`src/rtl/solder_chk_settle_timer.sv`:
```
// Reloadable down-counter that flags when it has reached zero.
// The solder-check sequencer uses it to hold each test pattern for a fixed settle time.
module solder_chk_settle_timer #(
    parameter int WIDTH = 3
) (
    input  logic             clk_i,
    input  logic             rst_i,
    input  logic             load,
    input  logic [WIDTH-1:0] load_val,
    output logic [WIDTH-1:0] count,
    output logic             done
);

    // NOTE: sequential state uses non-blocking assignments only, so every register
    // samples pre-edge values and simulation ordering cannot change the result.
    always_ff @(posedge clk_i) begin
        if (rst_i) begin
            count <= '0;
        end else if (load) begin
            count <= load_val;
        end else if (count != '0) begin
            count <= count - WIDTH'(1);
        end
    end

    assign done = (count == '0);

endmodule

```
`src/rtl/solder_chk_ctrl.sv`:
```
// Solder-bridge / open-pin check sequencer: walks a one-hot pattern plus an all-zero
// baseline across the pins under test and compares the loop-back pins after a settle time.
module solder_chk_ctrl #(
    parameter int NUM_PINS      = 8,
    parameter int SETTLE_CYCLES = 4,
    parameter int NUM_PASSES    = 16
) (
    input  logic                              clk_i,
    input  logic                              rst_i,
    input  logic                              start_i,
    input  logic                              abort_i,
    output logic [NUM_PINS-1:0]               test_pins,
    input  logic [NUM_PINS-1:0]               result_pins,
    output logic                              busy_o,
    output logic                              done_o,
    output logic                              pass_o,
    output logic                              fail_o,
    output logic [$clog2(NUM_PINS+1)-1:0]     fail_step_o,
    output logic [NUM_PINS-1:0]               fail_bits_o,
    output logic [$clog2(NUM_PASSES+1)-1:0]   pass_cnt_o
);

    localparam int SW = $clog2(NUM_PINS + 1);
    localparam int PW = $clog2(NUM_PASSES + 1);
    localparam int TW = $clog2(SETTLE_CYCLES + 1);

    localparam logic [SW-1:0] LAST_STEP     = SW'(NUM_PINS);
    localparam logic [PW-1:0] LAST_PASS     = PW'(NUM_PASSES - 1);
    localparam logic [PW-1:0] ALL_PASSES    = PW'(NUM_PASSES);
    localparam logic [TW-1:0] SETTLE_RELOAD = TW'(SETTLE_CYCLES - 1);

    typedef logic [1:0] state_t;
    localparam state_t S_IDLE   = 2'd0;
    localparam state_t S_DRIVE  = 2'd1;
    localparam state_t S_SAMPLE = 2'd2;
    localparam state_t S_DONE   = 2'd3;

    state_t            state;
    logic [SW-1:0]     step;
    logic [NUM_PINS-1:0] r_res;
    logic [NUM_PINS-1:0] expected;
    logic [NUM_PINS-1:0] next_pattern;
    logic [TW-1:0]     settle_count;
    logic              settle_done;
    logic              start_ok;
    logic              running;
    logic              sample_match;
    logic              run_complete;
    logic              timer_load;

    // Steps below NUM_PINS are one-hot; step NUM_PINS is the all-zero baseline.
    function automatic logic [NUM_PINS-1:0] pattern_for(input logic [SW-1:0] s);
        logic [NUM_PINS-1:0] one_hot;
        one_hot = {{(NUM_PINS-1){1'b0}}, 1'b1};
        return (s < LAST_STEP) ? (one_hot << s) : '0;
    endfunction

    assign expected     = pattern_for(step);
    assign next_pattern = pattern_for(step + SW'(1));
    assign start_ok     = start_i && (state == S_IDLE || state == S_DONE);
    assign running      = (state == S_DRIVE) || (state == S_SAMPLE);
    assign sample_match = (r_res == expected);
    assign run_complete = (step == LAST_STEP) && (pass_cnt_o == LAST_PASS);
    assign timer_load   = start_ok ||
                          (state == S_SAMPLE && !abort_i && sample_match && !run_complete);

    solder_chk_settle_timer #(
        .WIDTH (TW)
    ) u_settle_timer (
        .clk_i    (clk_i),
        .rst_i    (rst_i),
        .load     (timer_load),
        .load_val (SETTLE_RELOAD),
        .count    (settle_count),
        .done     (settle_done)
    );

    // Loop-back pins are asynchronous to the pattern; one register stage before compare.
    always_ff @(posedge clk_i) begin
        if (rst_i) begin
            r_res <= '0;
        end else begin
            r_res <= result_pins;
        end
    end

    always_ff @(posedge clk_i) begin
        if (rst_i) begin
            state       <= S_IDLE;
            step        <= '0;
            test_pins   <= '0;
            busy_o      <= 1'b0;
            done_o      <= 1'b0;
            pass_o      <= 1'b0;
            fail_o      <= 1'b0;
            fail_step_o <= '0;
            fail_bits_o <= '0;
            pass_cnt_o  <= '0;
        end else if (running && abort_i) begin
            state       <= S_IDLE;
            step        <= '0;
            test_pins   <= '0;
            busy_o      <= 1'b0;
            done_o      <= 1'b0;
            pass_o      <= 1'b0;
            fail_o      <= 1'b0;
            fail_step_o <= '0;
            fail_bits_o <= '0;
            pass_cnt_o  <= '0;
        end else begin
            case (state)
                S_IDLE, S_DONE: begin
                    if (start_i) begin
                        state       <= S_DRIVE;
                        step        <= '0;
                        test_pins   <= pattern_for('0);
                        busy_o      <= 1'b1;
                        done_o      <= 1'b0;
                        pass_o      <= 1'b0;
                        fail_o      <= 1'b0;
                        fail_step_o <= '0;
                        fail_bits_o <= '0;
                        pass_cnt_o  <= '0;
                    end
                end

                S_DRIVE: begin
                    if (settle_done) begin
                        state <= S_SAMPLE;
                    end
                end

                S_SAMPLE: begin
                    if (!sample_match) begin
                        state       <= S_DONE;
                        test_pins   <= '0;
                        busy_o      <= 1'b0;
                        done_o      <= 1'b1;
                        fail_o      <= 1'b1;
                        fail_step_o <= step;
                        fail_bits_o <= r_res ^ expected;
                    end else if (run_complete) begin
                        state      <= S_DONE;
                        test_pins  <= '0;
                        busy_o     <= 1'b0;
                        done_o     <= 1'b1;
                        pass_o     <= 1'b1;
                        pass_cnt_o <= ALL_PASSES;
                    end else if (step == LAST_STEP) begin
                        state      <= S_DRIVE;
                        step       <= '0;
                        test_pins  <= pattern_for('0);
                        pass_cnt_o <= pass_cnt_o + PW'(1);
                    end else begin
                        state     <= S_DRIVE;
                        step      <= step + SW'(1);
                        test_pins <= next_pattern;
                    end
                end

                default: begin
                    state <= S_IDLE;
                end
            endcase
        end
    end

endmodule

```
`config.mk`:
```
export PLATFORM = sky130hd
export DESIGN_NAME = solder_chk_ctrl
export DESIGN_NICKNAME = d
export VERILOG_FILES = /design/src/rtl/solder_chk_settle_timer.sv /design/src/rtl/solder_chk_ctrl.sv
export SDC_FILE = /design/constraint.sdc
export NUM_CORES = 1
export LEC_CHECK = 0
export ABC_AREA = 1
export BUFFER_PORTS_ARGS = -buffer_cell sky130_fd_sc_hd__buf_2
export CORE_MARGIN = 4
export CORE_UTILIZATION = 52
export CTS_BUF_LIST = sky130_fd_sc_hd__clkbuf_4
export DETAILED_ROUTE_END_ITERATION = 16
export PLACE_DENSITY = 0.78
export SLEW_MARGIN = 20
export SYNTH_ARGS = -nofsm -noshare
export SYNTH_HDL_FRONTEND = slang
export SYNTH_SLANG_ARGS = --single-unit
```
`constraint.sdc`:
```
create_clock -name clk_i -period 1.9 [get_ports clk_i]
set_clock_uncertainty 0.05 [all_clocks]
set_input_delay 0.19 -clock clk_i [delete_from_list [all_inputs] [get_ports clk_i]]
set_output_delay 0.19 -clock clk_i [all_outputs]
set_load 0.01 [all_outputs]
```
Word-level counts from Yosys, hierarchy flattened
Cells that the tools add are included.
Widths: inputs -> output; s select.
- output and inout bits: 29
- register bits: 46
- input bits: 12
- logic and storage cells: 102
- mux-type cells: 41
- magnitude comparators: 2
- bitwise gates (word level): 1
- reduce and logical (&&, ||, !) cells: 26
- equality and inequality tests: 14
- shifts and indexed selects: 2
- $add $sub $neg: 3
- operators by type and width (kind ; number):
    $mux 8 ; 8
    $pmux 8 s2 ; 2
    $mux 4 ; 5
    $mux 5 ; 4
    $pmux 4 s2 ; 2
    $shl 1x4->8 const A ; 2
    $mux 2 ; 6
    $ne 2x2->1 const B ; 6
    $reduce_and 4->1 ; 3
    $pmux 5 s2 ; 1
    $eq 8x8->1 ; 1
    $lt 4x4->1 const B ; 2
    $mux 1 ; 8
    $pmux 1 s2 ; 4
    $xor 8x8->8 ; 1
    $logic_and 1x1->1 ; 6
    $pmux 2 s3 ; 1
    $reduce_and 3->1 ; 2
    $reduce_or 2->1 ; 3
    $add 5x1->5 const B ; 1
    $eq 5x4->1 const B ; 1
    $add 4x1->4 const B ; 1
    $eq 2x2->1 const B ; 2
    $eq 4x4->1 const B ; 1
    11 further kinds ; 16

Logic depth before layout (Yosys ltp)
Gate-level depths: netlist of run 1.
- word-level depth: 7
- mapped depth: 15

Hierarchy
A second synthesis of run 1 with hierarchy kept.
- cells, all modules: 345
- area total of the unflattened synthesis: 2429.8 µm²
- modules (own cells, without submodules) (module ; cells each ; sequential area each (µm²) ; area an instance (µm²) ; instances):
    solder_chk_ctrl ; 317 ; 860.8 ; 2230.9 ; 1
    solder_chk_settle_timer ; 28 ; 60.1 ; 198.9 ; 1

Worst setup path before layout of run 1
No wires, ideal clock.
- path kind: reg-to-reg
- start point: register step[0]
- end point: register fail_bits_o[5]
- path slack: 0.082 ns
- cell stages (with the launch flop): 14
- arrival: 1.698 ns
- setup time: 0.070 ns
- data required time: 1.780 ns
- cell sequence: dfxtp_1 > ha_1 > ha_1 > nand2_1 > nand2_1 > nand2_1 > nor2_1 > nand2_1 > nor2_4 > nand2_4 > o21ai_4 > buf_6 > nand2_1 > a21oi_1
- cells in the longest elaborated chain, start to end: 5
- elaborated cells between the ends (all ways): 9
- those cells by class: order compare: 1; eq/ne: 2; shift: 1; mux: 3; bitwise: 1; reduce/logical: 1
- ends and longest elaborated chain (element ; RTL line ; source):
    from (decl) ; solder_chk_ctrl.sv:39 ; logic [SW-1:0] step;
    from (signal assigned) ; solder_chk_ctrl.sv:156 ; step <= step + SW'(1);
    $lt 4x4->1 / $shl 1x4->8 (equally long branches) ; solder_chk_ctrl.sv:55 ; return (s < LAST_STEP) ? (one_hot << s) : '0;
    $mux 8 * ; solder_chk_ctrl.sv:55 ;
    $eq 8x8->1 / $xor 8x8->8 (equally long branches) ; solder_chk_ctrl.sv:62, solder_chk_ctrl.sv:141 ;
    $ne 2x2->1 (no source line) / $mux 8 (equally long branches) ; - ;
    $reduce_and 3->1 (no source line) / $pmux 8 s2 (equally long branches) ; - ;
    to (signal assigned) ; solder_chk_ctrl.sv:141 ; fail_bits_o <= r_res ^ expected;
    to (decl) ; solder_chk_ctrl.sv:19 ; output logic [NUM_PINS-1:0] fail_bits_o,
Every way passes the cells marked *; elsewhere a longest branch is shown, timed or not. The select of a mux whose other input is x is not followed.
A chain may end at the register's enable or synchronous reset.

Worst setup path in the final report of run 1
- start point: register step[1]
- end point: register fail_bits_o[5]
Same word-level chain as after synthesis.

==> out/metrics.cfg, run 1 <==
[run_status]
outcome=finished with violations
violations=setup timing

[setup_path]
endpoint_kind=flop
worst-path-buf-inv=1
critPathMaxStageDelay_ns=0.41
reg2reg_setup_slack_ns=-0.12
cpLargestDelayFamily=simple AND/OR/NAND/NOR gates
crit_chain=ha_4 > ha_4 > nand2_2 > nand2_2 > nand2_2 > nor2_2 > nand2_2 > nor2_4 > nand2_4 > o21ai_4 > buf_6 > nand2_2 > a21oi_2
cp_common_cell=nand2_2
timing.rr.end=fail_bits_o[5]$_SDFFE_PP0P_
cp-start-kind=flop
worstSetupPathType=flop to flop
rr_worst_depth=13
cp_max_fo=6
r2r-start=step[1]$_SDFFE_PP0P_
cp.required_ns=2.15
crit_arrival_ns=2.27
critPathSlowestCell=dfxtp_4

[drt]
ant_nets=0
dr.pass1.iters=4
drc_errors=0
vias_per_cell=5.16
vias=2482
routed_wl_um=6630
wl_per_cell_um=13.8
drt-initial-drc-count=152

[logic_synthesis]
synth_cells=332
synth.distinct_cells=30
syn_area_um2=2380
synth_nets=357
synth.area.top_cells=dfxtp_1 39%, nand2_1 13%, ha_1 6.8%
seq_area_frac_synth_pct=38.7
ys_ff_latch=46
yosysWarnings=0
ys.flop_type=dfxtp_1
yosys.area.top_type=dfxtp_1
synth_edf_count=0
syn_area_per_cell_um2=7.16
ys_async_sr_fraction_pct=0
netlist.area_leader.share_pct=38.7

[sta]
tightest_slew_ns=0.854
rsz0062_at_grt=true
hold_violations=0
worst_slack_ns=-0.119
final_max_slew_viol_count=0
timing.hold.ws_ns=0.0888
layout_min_cycle_time_ns=2.02
max_freq_ghz=0.495
setup_viol=29
final.period_utilization_pct=106
relSlewSlack_pct=43.0

[final_layout]
area_growth_pct=40.1
final_cell_mix=63 x nand2_1, 46 x buf_4, 40 x dfxtp_1, 40 x buf_2, 38 x inv_1
fin_nets=453
n_antenna_cell=0
layout_commonest_cell=nand2_1
drive_gt1_share_pct=39.2
final_core_utilization_pct=76.0

[global_route]
grt_pass1_vias=2245
grt_antenna_before_repair=0
grt.overflow.total=0
grt_max_degree=23
grt_usage_pct=22.2
grt_pass1_wl_um=9720

[clocking]
clk_latency_ns=0.37
path_clk_slew_ns=0.13
clockBufferDepth=2
cts.sinks=46
root_buffer=clkbuf_4
numCtsBuffers=5
htreeDepth=2
cts_tree=built

[die]
dieArea_um2=5720
chipWidth_um=75.6
core_region_area_um2=4380
start_util_pct=54.2
ioPinCount=41
die_h_um=75.6
row_count=24

[min_path]
worstHoldStart=rst_i
min_to=r_res[0]$_SDFF_PP0_
hold-path-cell-count=2
holdCritPathClass=input port to flop

[job]
cap_violations=0

[place]
routabilityCongestion=0.933
io_buffers=40
dpl.hpwl_um=4140

[power_and_ir_drop]
power.density_nw_per_um2=1050
leakagePower_nw=1.55
peakVddDrop_mv=0.717

==> synthesized netlist by cell type, types with 3 or more instances <==
| cell | number |
|---|---|
| a21oi_1 | 29 |
| buf_2 | 3 |
| buf_6 | 3 |
| clkbuf_1 | 4 |
| dfxtp_1 | 46 |
| ha_1 | 13 |
| inv_1 | 42 |
| inv_2 | 4 |
| nand2_1 | 84 |
| nand2_4 | 3 |
| nand3_1 | 27 |
| nand3b_1 | 4 |
| nand4_1 | 5 |
| nor2_1 | 35 |
| nor2_4 | 3 |
| o21ai_0 | 5 |
| o21ai_2 | 5 |
==> cell type report <==
cell class / count / area, um2
multi-input combinational: 227 / 1400
sequential: 46 / 933
inverter: 48 / 188
tap: 52 / 65.1
fill: 295 / 1050
clock inverter: 3 / 11.3
clock buffer: 5 / 37.5
timing repair buffer: 100 / 693
==> metrics by stage <==
step	TNS [ns]	area (um2)	setup WS (ns)	total power (W)	std cells
floorplan	0	2380	0.0816	0.00214	332
detailed placement	-3.62	2830	-0.219	0.00258	447
global placement	-1.88	2830	-0.0992	0.00254	447
CTS	-0.489	3130	-0.0500	0.00320	475
global route	-6.19	3330	-0.280	0.00371	481
finish	-2.03	3330	-0.119	0.00351	481
==> per-layer routing <==
layer  global-route usage [%]  part of all wire (%)  vias up
met5                        0                     0        -
met4                     11.7                   3.2        0
met3                     4.09                   6.1       24
met2                     36.2                    49       94
met1                     27.8                    41     1129
li1                         -                     -     1235
==> cell families after synthesis <==
family	Yosys count	synth area share, %
buf+inv	59	10.7
compound gates	41	9.95
simple gates	169	32.3
xor+xnor	4	1.47
fa+ha+maj	13	6.84
flops	46	38.7
==> registers in the layout, summed over array words and instances, names as in the netlist <==
name / count
pass_o: 1
done_o: 1
state: 2
fail_o: 1
r_res: 8
fail_step_o: 4
fail_bits_o: 8
u_settle_timer.count: 3
step: 4
test_pins: 8
pass_cnt_o: 5
busy_o: 1
==> report_power, final <==
group / switching, W / internal, W
clock: 0.000319 / 0.000133
sequential: 0.000107 / 0.00109
combinational: 0.00106 / 0.000793
==> how the worst max path moves through the flow <==
stage	start	end	slack, ns	cells after the start
after floorplan	step[0]$_SDFFE_PP0P_	fail_bits_o[5]$_SDFFE_PP0P_	0.08	13
after global placement	step[0]$_SDFFE_PP0P_	fail_step_o[1]$_SDFFE_PP0P_	-0.1	12
after detailed placement	step[0]$_SDFFE_PP0P_	fail_bits_o[2]$_SDFFE_PP0P_	-0.22	12
after CTS	step[1]$_SDFFE_PP0P_	fail_bits_o[5]$_SDFFE_PP0P_	-0.05	13
after global routing	step[1]$_SDFFE_PP0P_	fail_bits_o[1]$_SDFFE_PP0P_	-0.28	14
final	step[1]$_SDFFE_PP0P_	fail_bits_o[5]$_SDFFE_PP0P_	-0.12	13
==> repair_timing <==
| action | 4_1_cts | 5_1_grt |
|---|---|---|
| setup buffers | 12 | 6 |
| endpoints found under the setup margin | 32 | 37 |
| pin swaps | 8 | 28 |
| gates resized for setup | 17 | 55 |
| hold endpoints to repair | 8 | 0 |
| hold buffers | 8 | 0 |
Note: power is estimated with default switching activity, not from simulation.
==> run 2: changes to the inputs <==
CORE_UTILIZATION = 50   (was 52)
CTS_BUF_LIST = sky130_fd_sc_hd__clkbuf_4 sky130_fd_sc_hd__clkbuf_8 sky130_fd_sc_hd__clkbuf_16   (was sky130_fd_sc_hd__clkbuf_4)
PLACE_DENSITY = 0.75   (was 0.78)
==> run 2 against run 1 <==
- the run still ends with setup timing left
- sequential power barely moved
- register-to-register slack worse by 0.11 ns
- power up 10%
- critical path type unchanged
- largest cell class unchanged
==> out/metrics.cfg, run 2 (synthesis gave the netlist of run 1 again) <==
[run_status]
outcome=finished with violations
violations=setup timing

[drt]
top_layer=met4
vias_per_cell=5.55
wl_per_cell_um=15.8
drt-met1-wl_um=2990
vias=2618
met2WireLength_um=3640
routed_wl_um=7440
drc_errors=0
drt-initial-drc-count=208
dr.pass1.iters=5
ant_nets=0
routed-wl-met3_um=503

[sta]
hold_violations=0
worst_slack_ns=-0.231
final_max_slew_viol_count=0
max_freq_ghz=0.469
layout_min_cycle_time_ns=2.13
tightest_slew_ns=0.816
rsz0062_at_grt=true
final.period_utilization_pct=112
relSlewSlack_pct=45.6
timing.hold.ws_ns=0.0280
setup_viol=37

[clocking]
htreeDepth=2
numCtsBuffers=5
root_buffer=clkbuf_8
path_clk_slew_ns=0.08
cts_tree=built
clk_latency_ns=0.31
clockBufferDepth=2
postCtsHoldBufs=0
cts.sinks=46

[power_and_ir_drop]
netSwitchingFraction_pct=41.1
p_total_w=0.00386
p_int_w=0.00228
seqPwrFrac_pct=31.1
peakVddDrop_mv=0.538
p_clk_share_pct=19.3
switching_power_w=0.00159
pwr-share-comb_pct=49.6
power.density_nw_per_um2=1140
leakagePower_nw=1.57

[global_route]
grt_pass1_vias=2325
grt.overflow.total=0
grt_pass1_wl_um=10800
grt_max_degree=23
grt_antenna_before_repair=0
grt_usage_pct=22.5

[job]
cap_violations=0

[place]
routabilityCongestion=0.898
io_buffers=40
dpl.hpwl_um=4240
dp_cells=449
placed_area_um2=2840

[final_layout]
drive_gt1_share_pct=40.2
area_growth_pct=41.9
n_antenna_cell=0
final_cells=472
top_regs=fail_bits_o: 8 flops, r_res: 8 flops, test_pins: 8 flops
fin_area_um2=3370
layout_commonest_cell=nand2_1
final_cell_mix=66 x nand2_1, 43 x dfxtp_1, 42 x buf_4, 40 x buf_2, 38 x inv_1
fin_nets=444
fillCellCount=310

[setup_path]
cp_max_fo=8
r2r-start=step[0]$_SDFFE_PP0P_
reg2reg_setup_slack_ns=-0.23
rr_worst_depth=14
crit_arrival_ns=2.31
cp.required_ns=2.08
endpoint_kind=flop
timing.rr.end=fail_step_o[2]$_SDFFE_PP0P_
worstSetupPathType=flop to flop
cp-start-kind=flop

[die]
start_util_pct=53.1
core_region_area_um2=4470
ioPinCount=41
die_h_um=77.0
chipWidth_um=77.0
dieArea_um2=5920
row_count=24

[min_path]
holdCritPathClass=input port to flop
min_to=r_res[6]$_SDFF_PP0_
worstHoldStart=result_pins[6]
hold-path-cell-count=3

==> run 2: how the worst max path moves through the flow <==
stage | from | endpoint | cells after the start
4_1_cts | step[1]$_SDFFE_PP0P_ | u_settle_timer.count[1]$_SDFFE_PP0P_ | 15
6_report | step[0]$_SDFFE_PP0P_ | fail_step_o[2]$_SDFFE_PP0P_ | 14
3_5_place_dp | step[1]$_SDFFE_PP0P_ | fail_bits_o[7]$_SDFFE_PP0P_ | 12
2_1_floorplan | step[0]$_SDFFE_PP0P_ | fail_bits_o[5]$_SDFFE_PP0P_ | 13
3_3_place_gp | step[1]$_SDFFE_PP0P_ | fail_bits_o[7]$_SDFFE_PP0P_ | 12
5_1_grt | step[0]$_SDFFE_PP0P_ | fail_step_o[2]$_SDFFE_PP0P_ | 14
==> run 2: power by group through the flow <==
stage / logic [W] / registers (W) / clock network (W)
2_1_floorplan: 0.000963 / 0.00118 / 0
3_3_place_gp: 0.00136 / 0.00118 / 0
3_5_place_dp: 0.00141 / 0.00119 / 0
4_1_cts: 0.00169 / 0.00119 / 0.000743
5_1_grt: 0.00206 / 0.00121 / 0.000806
6_report: 0.00192 / 0.00120 / 0.000747
==> run 2: stage by stage <==
step | util [%] | TNS (ns) | setup WS, ns
after floorplan | - | 0 | 0.0816
after global placement | 63.5 | -2.91 | -0.130
after detailed placement | 63.5 | -4.31 | -0.225
after CTS | 71.4 | -0.970 | -0.0807
after global routing | 75.4 | -7.67 | -0.321
final | 75.4 | -4.34 | -0.231
==> run 2: per-layer routing <==
layer | up-vias | global-route usage, %
met5 | - | 0
met4 | 0 | 12.0
met3 | 40 | 3.86
met2 | 146 | 38.4
met1 | 1212 | 26.9
li1 | 1220 | -
==> run 2: worst max-delay path: stages, from the launching register on <==
cell,delay (ns)
dfxtp_4,0.40
buf_4,0.14
ha_4,0.16
nand2_1,0.05
nor2_1,0.10
nand2_1,0.07
nand2_1,0.10
inv_1,0.07
nand2_1,0.10
nor2_4,0.07
nand2_4,0.13
nand2_8,0.09
nor2_4,0.21
nand2_1,0.15
a21oi_2,0.18
==> run 2: what timing repair did <==
| item | 4_1_cts | 5_1_grt |
|---|---|---|
| gates resized for setup | 30 | 52 |
| gates cloned | 1 | 0 |
| setup buffers | 11 | 5 |
| setup endpoints to repair | 37 | 37 |
| pin swaps | 7 | 21 |
==> run 2: area by class of cell <==
| type | instances | area [um2] | share of cell area, % |
|---|---|---|---|
| sequential | 46 | 930 | 27.5 |
| clock buffer | 6 | 76.3 | 2.26 |
| timing repair buffer | 91 | 617 | 18.3 |
| multi-input combinational | 227 | 1460 | 43.4 |
| inverter | 48 | 185 | 5.49 |
| tap | 52 | 65.1 | 1.93 |
| clock inverter | 2 | 37.5 | 1.11 |
==> run 3: changes to the inputs <==
PLACE_DENSITY = 0.79   (was 0.75)
==> run 3 against run 2 <==
- the flow still finishes with violations (setup timing)
- critical path depth is 1 lower
- routed wire length is 7.4% lower
- utilization is 1.2 points lower
- sequential share of layout area is 0.47 points higher
- non-clock buffer count is 2 lower
- power is 1.9% lower
- global-route usage is 3.5 points lower
- critical endpoint is now fail_step_o[1]$_SDFFE_PP0P_
- combinational power is 4% lower
- sequential power hardly changed
- worst setup slack better by 0.097 ns
- die area stayed put
==> out/metrics.cfg, run 3 (synthesis gave the netlist of run 1 again) <==
[run_status]
outcome=finished with violations
violations=setup timing

[power_and_ir_drop]
peakVddDrop_mv=0.577
leakagePower_nw=1.55
power.density_nw_per_um2=1140
p_total_w=0.00379

[die]
die_h_um=77.0
start_util_pct=53.1
ioPinCount=41
dieArea_um2=5920
row_count=24
core_region_area_um2=4470
chipWidth_um=77.0

[final_layout]
final_cells=471
drive_gt1_share_pct=39.9
layout_commonest_cell=nand2_1
fin_nets=443
final_cell_mix=66 x nand2_1, 44 x buf_4, 42 x dfxtp_1, 40 x buf_2, 38 x inv_1
top_regs=fail_bits_o: 8 flops, r_res: 8 flops, test_pins: 8 flops
n_antenna_cell=0
fin_area_um2=3320
area_growth_pct=39.7

[clocking]
htreeDepth=2
root_buffer=clkbuf_8
clockBufferDepth=2
numCtsBuffers=5
cts.sinks=46
clk_latency_ns=0.30
path_clk_slew_ns=0.08
cts_tree=built
postCtsHoldBufs=0

[sta]
finalSetupTns_ns=-2.20
final_max_slew_viol_count=0
final.period_utilization_pct=107
worst_slack_ns=-0.134
rsz0062_at_grt=true
relSlewSlack_pct=70.3
layout_min_cycle_time_ns=2.03
max_freq_ghz=0.492
setup_viol=29
tightest_slew_ns=0.444
hold_violations=0

[setup_path]
endpoint_kind=flop
worst-path-buf-inv=1
cpLargestDelayFamily=simple AND/OR/NAND/NOR gates
cp_common_cell=nand2_1
worstSetupPathType=flop to flop
critPathSlowestCell=dfxtp_4
reg2reg_setup_slack_ns=-0.13
cp_max_fo=12
startpoint=step[1]$_SDFFE_PP0P_
r2r-start=step[1]$_SDFFE_PP0P_
crit_chain=ha_4 > ha_4 > nand2_1 > nand2_1 > nand2_2 > nor2_2 > nand2_2 > nor2_4 > nand2_4 > o21ai_4 > buf_12 > nand2_1 > a21oi_2
cp.required_ns=2.09
critPathMaxStageDelay_ns=0.41
crit_arrival_ns=2.22
cp-start-kind=flop

[drt]
wl_per_cell_um=14.6
drc_errors=0
drt-initial-drc-count=146
routed_wl_um=6890
vias_per_cell=5.29
dr.pass1.iters=5
vias=2490
ant_nets=0

[place]
routabilityCongestion=0.926
placed_area_um2=2850
dp_cells=450
io_buffers=40
dpl.hpwl_um=4070

[global_route]
grt_pass1_wl_um=9260
grt_max_degree=23
grt.overflow.total=0
grt_antenna_before_repair=0
grt_usage_pct=19.1
grt_pass1_vias=2035

[min_path]
worstHoldStart=result_pins[3]
holdCritPathClass=input port to flop

[job]
cap_violations=0

## run 3: cell types whose count changed in the layout (fill, tap and decap cells not counted), moves of 2 or more
cell,before,now
nand3_4,3,1
a21oi_2,9,7
nand2_4,8,3
nand2_2,13,18
buf_6,9,4
inv_2,7,5
nand3_2,1,3
buf_4,42,44
## run 3: worst reg2reg max path: stages (launching register included)
cell     delay (ns)
dfxtp_4        0.41
ha_4           0.18
ha_4           0.15
nand2_1        0.07
nand2_1        0.10
nand2_2        0.06
nor2_2         0.09
nand2_2        0.07
nor2_4         0.16
nand2_4        0.12
o21ai_4        0.17
buf_12         0.15
nand2_1        0.08
a21oi_2        0.12
## run 3: per-layer routing
| metal | global-route usage (%) | part of all wire (%) | up-vias |
|---|---|---|---|
| met5 | 0 | 0 | - |
| met4 | 5.98 | 4.0 | 0 |
| met3 | 4.33 | 5.6 | 28 |
| met2 | 31.9 | 49 | 103 |
| met1 | 24.3 | 41 | 1145 |
| li1 | - | - | 1214 |
## run 3: what timing repair did
item | in CTS | in global routing
cloned | 0 | 1
endpoints found under the setup margin | 37 | 37
setup buffers | 3 | 9
pin swaps | 5 | 22
gates resized for setup | 19 | 50
## run 3: report_power, final
| group | switching (W) | leakage [nW] | internal, W |
|---|---|---|---|
| clock network | 0.000320 | 0.0593 | 0.000422 |
| logic | 0.00108 | 1.11 | 0.000773 |
| registers | 0.000110 | 0.377 | 0.00109 |
| total | 0.00151 | 1.55 | 0.00228 |
## run 3: worst paths after layout
check | end | cells past startpoint
setup / recovery | fail_step_o[1]$_SDFFE_PP0P_ | 13
hold reg to reg | pass_o$_SDFFE_PP0P_ | 2
hold / removal | r_res[3]$_SDFF_PP0_ | 3
setup reg to reg | fail_step_o[1]$_SDFFE_PP0P_ | 13
## run 3: area by class of cell
type / instances / area, um2
clock buffers: 7 / 83.8
clock inverters: 1 / 30.0
fillers: 294 / 1150
inverters: 48 / 191
multi-input cells: 227 / 1420
flip-flops and latches: 46 / 931
well taps: 52 / 65.1
repair buffers: 89 / 596
repair inverters: 1 / 7.51
## run 3: stage by stage
| step | util [%] | worst slack, ns | hold WS, ns |
|---|---|---|---|
| 2_1_floorplan | - | 0.0816 | 0.247 |
| 3_3_place_gp | 63.7 | -0.111 | 0.339 |
| 3_5_place_dp | 63.7 | -0.222 | 0.348 |
| 4_1_cts | 68.9 | -0.0437 | 0.0347 |
| 5_1_grt | 74.2 | -0.212 | 0.0328 |
| 6_report | 74.2 | -0.134 | 0.0334 |
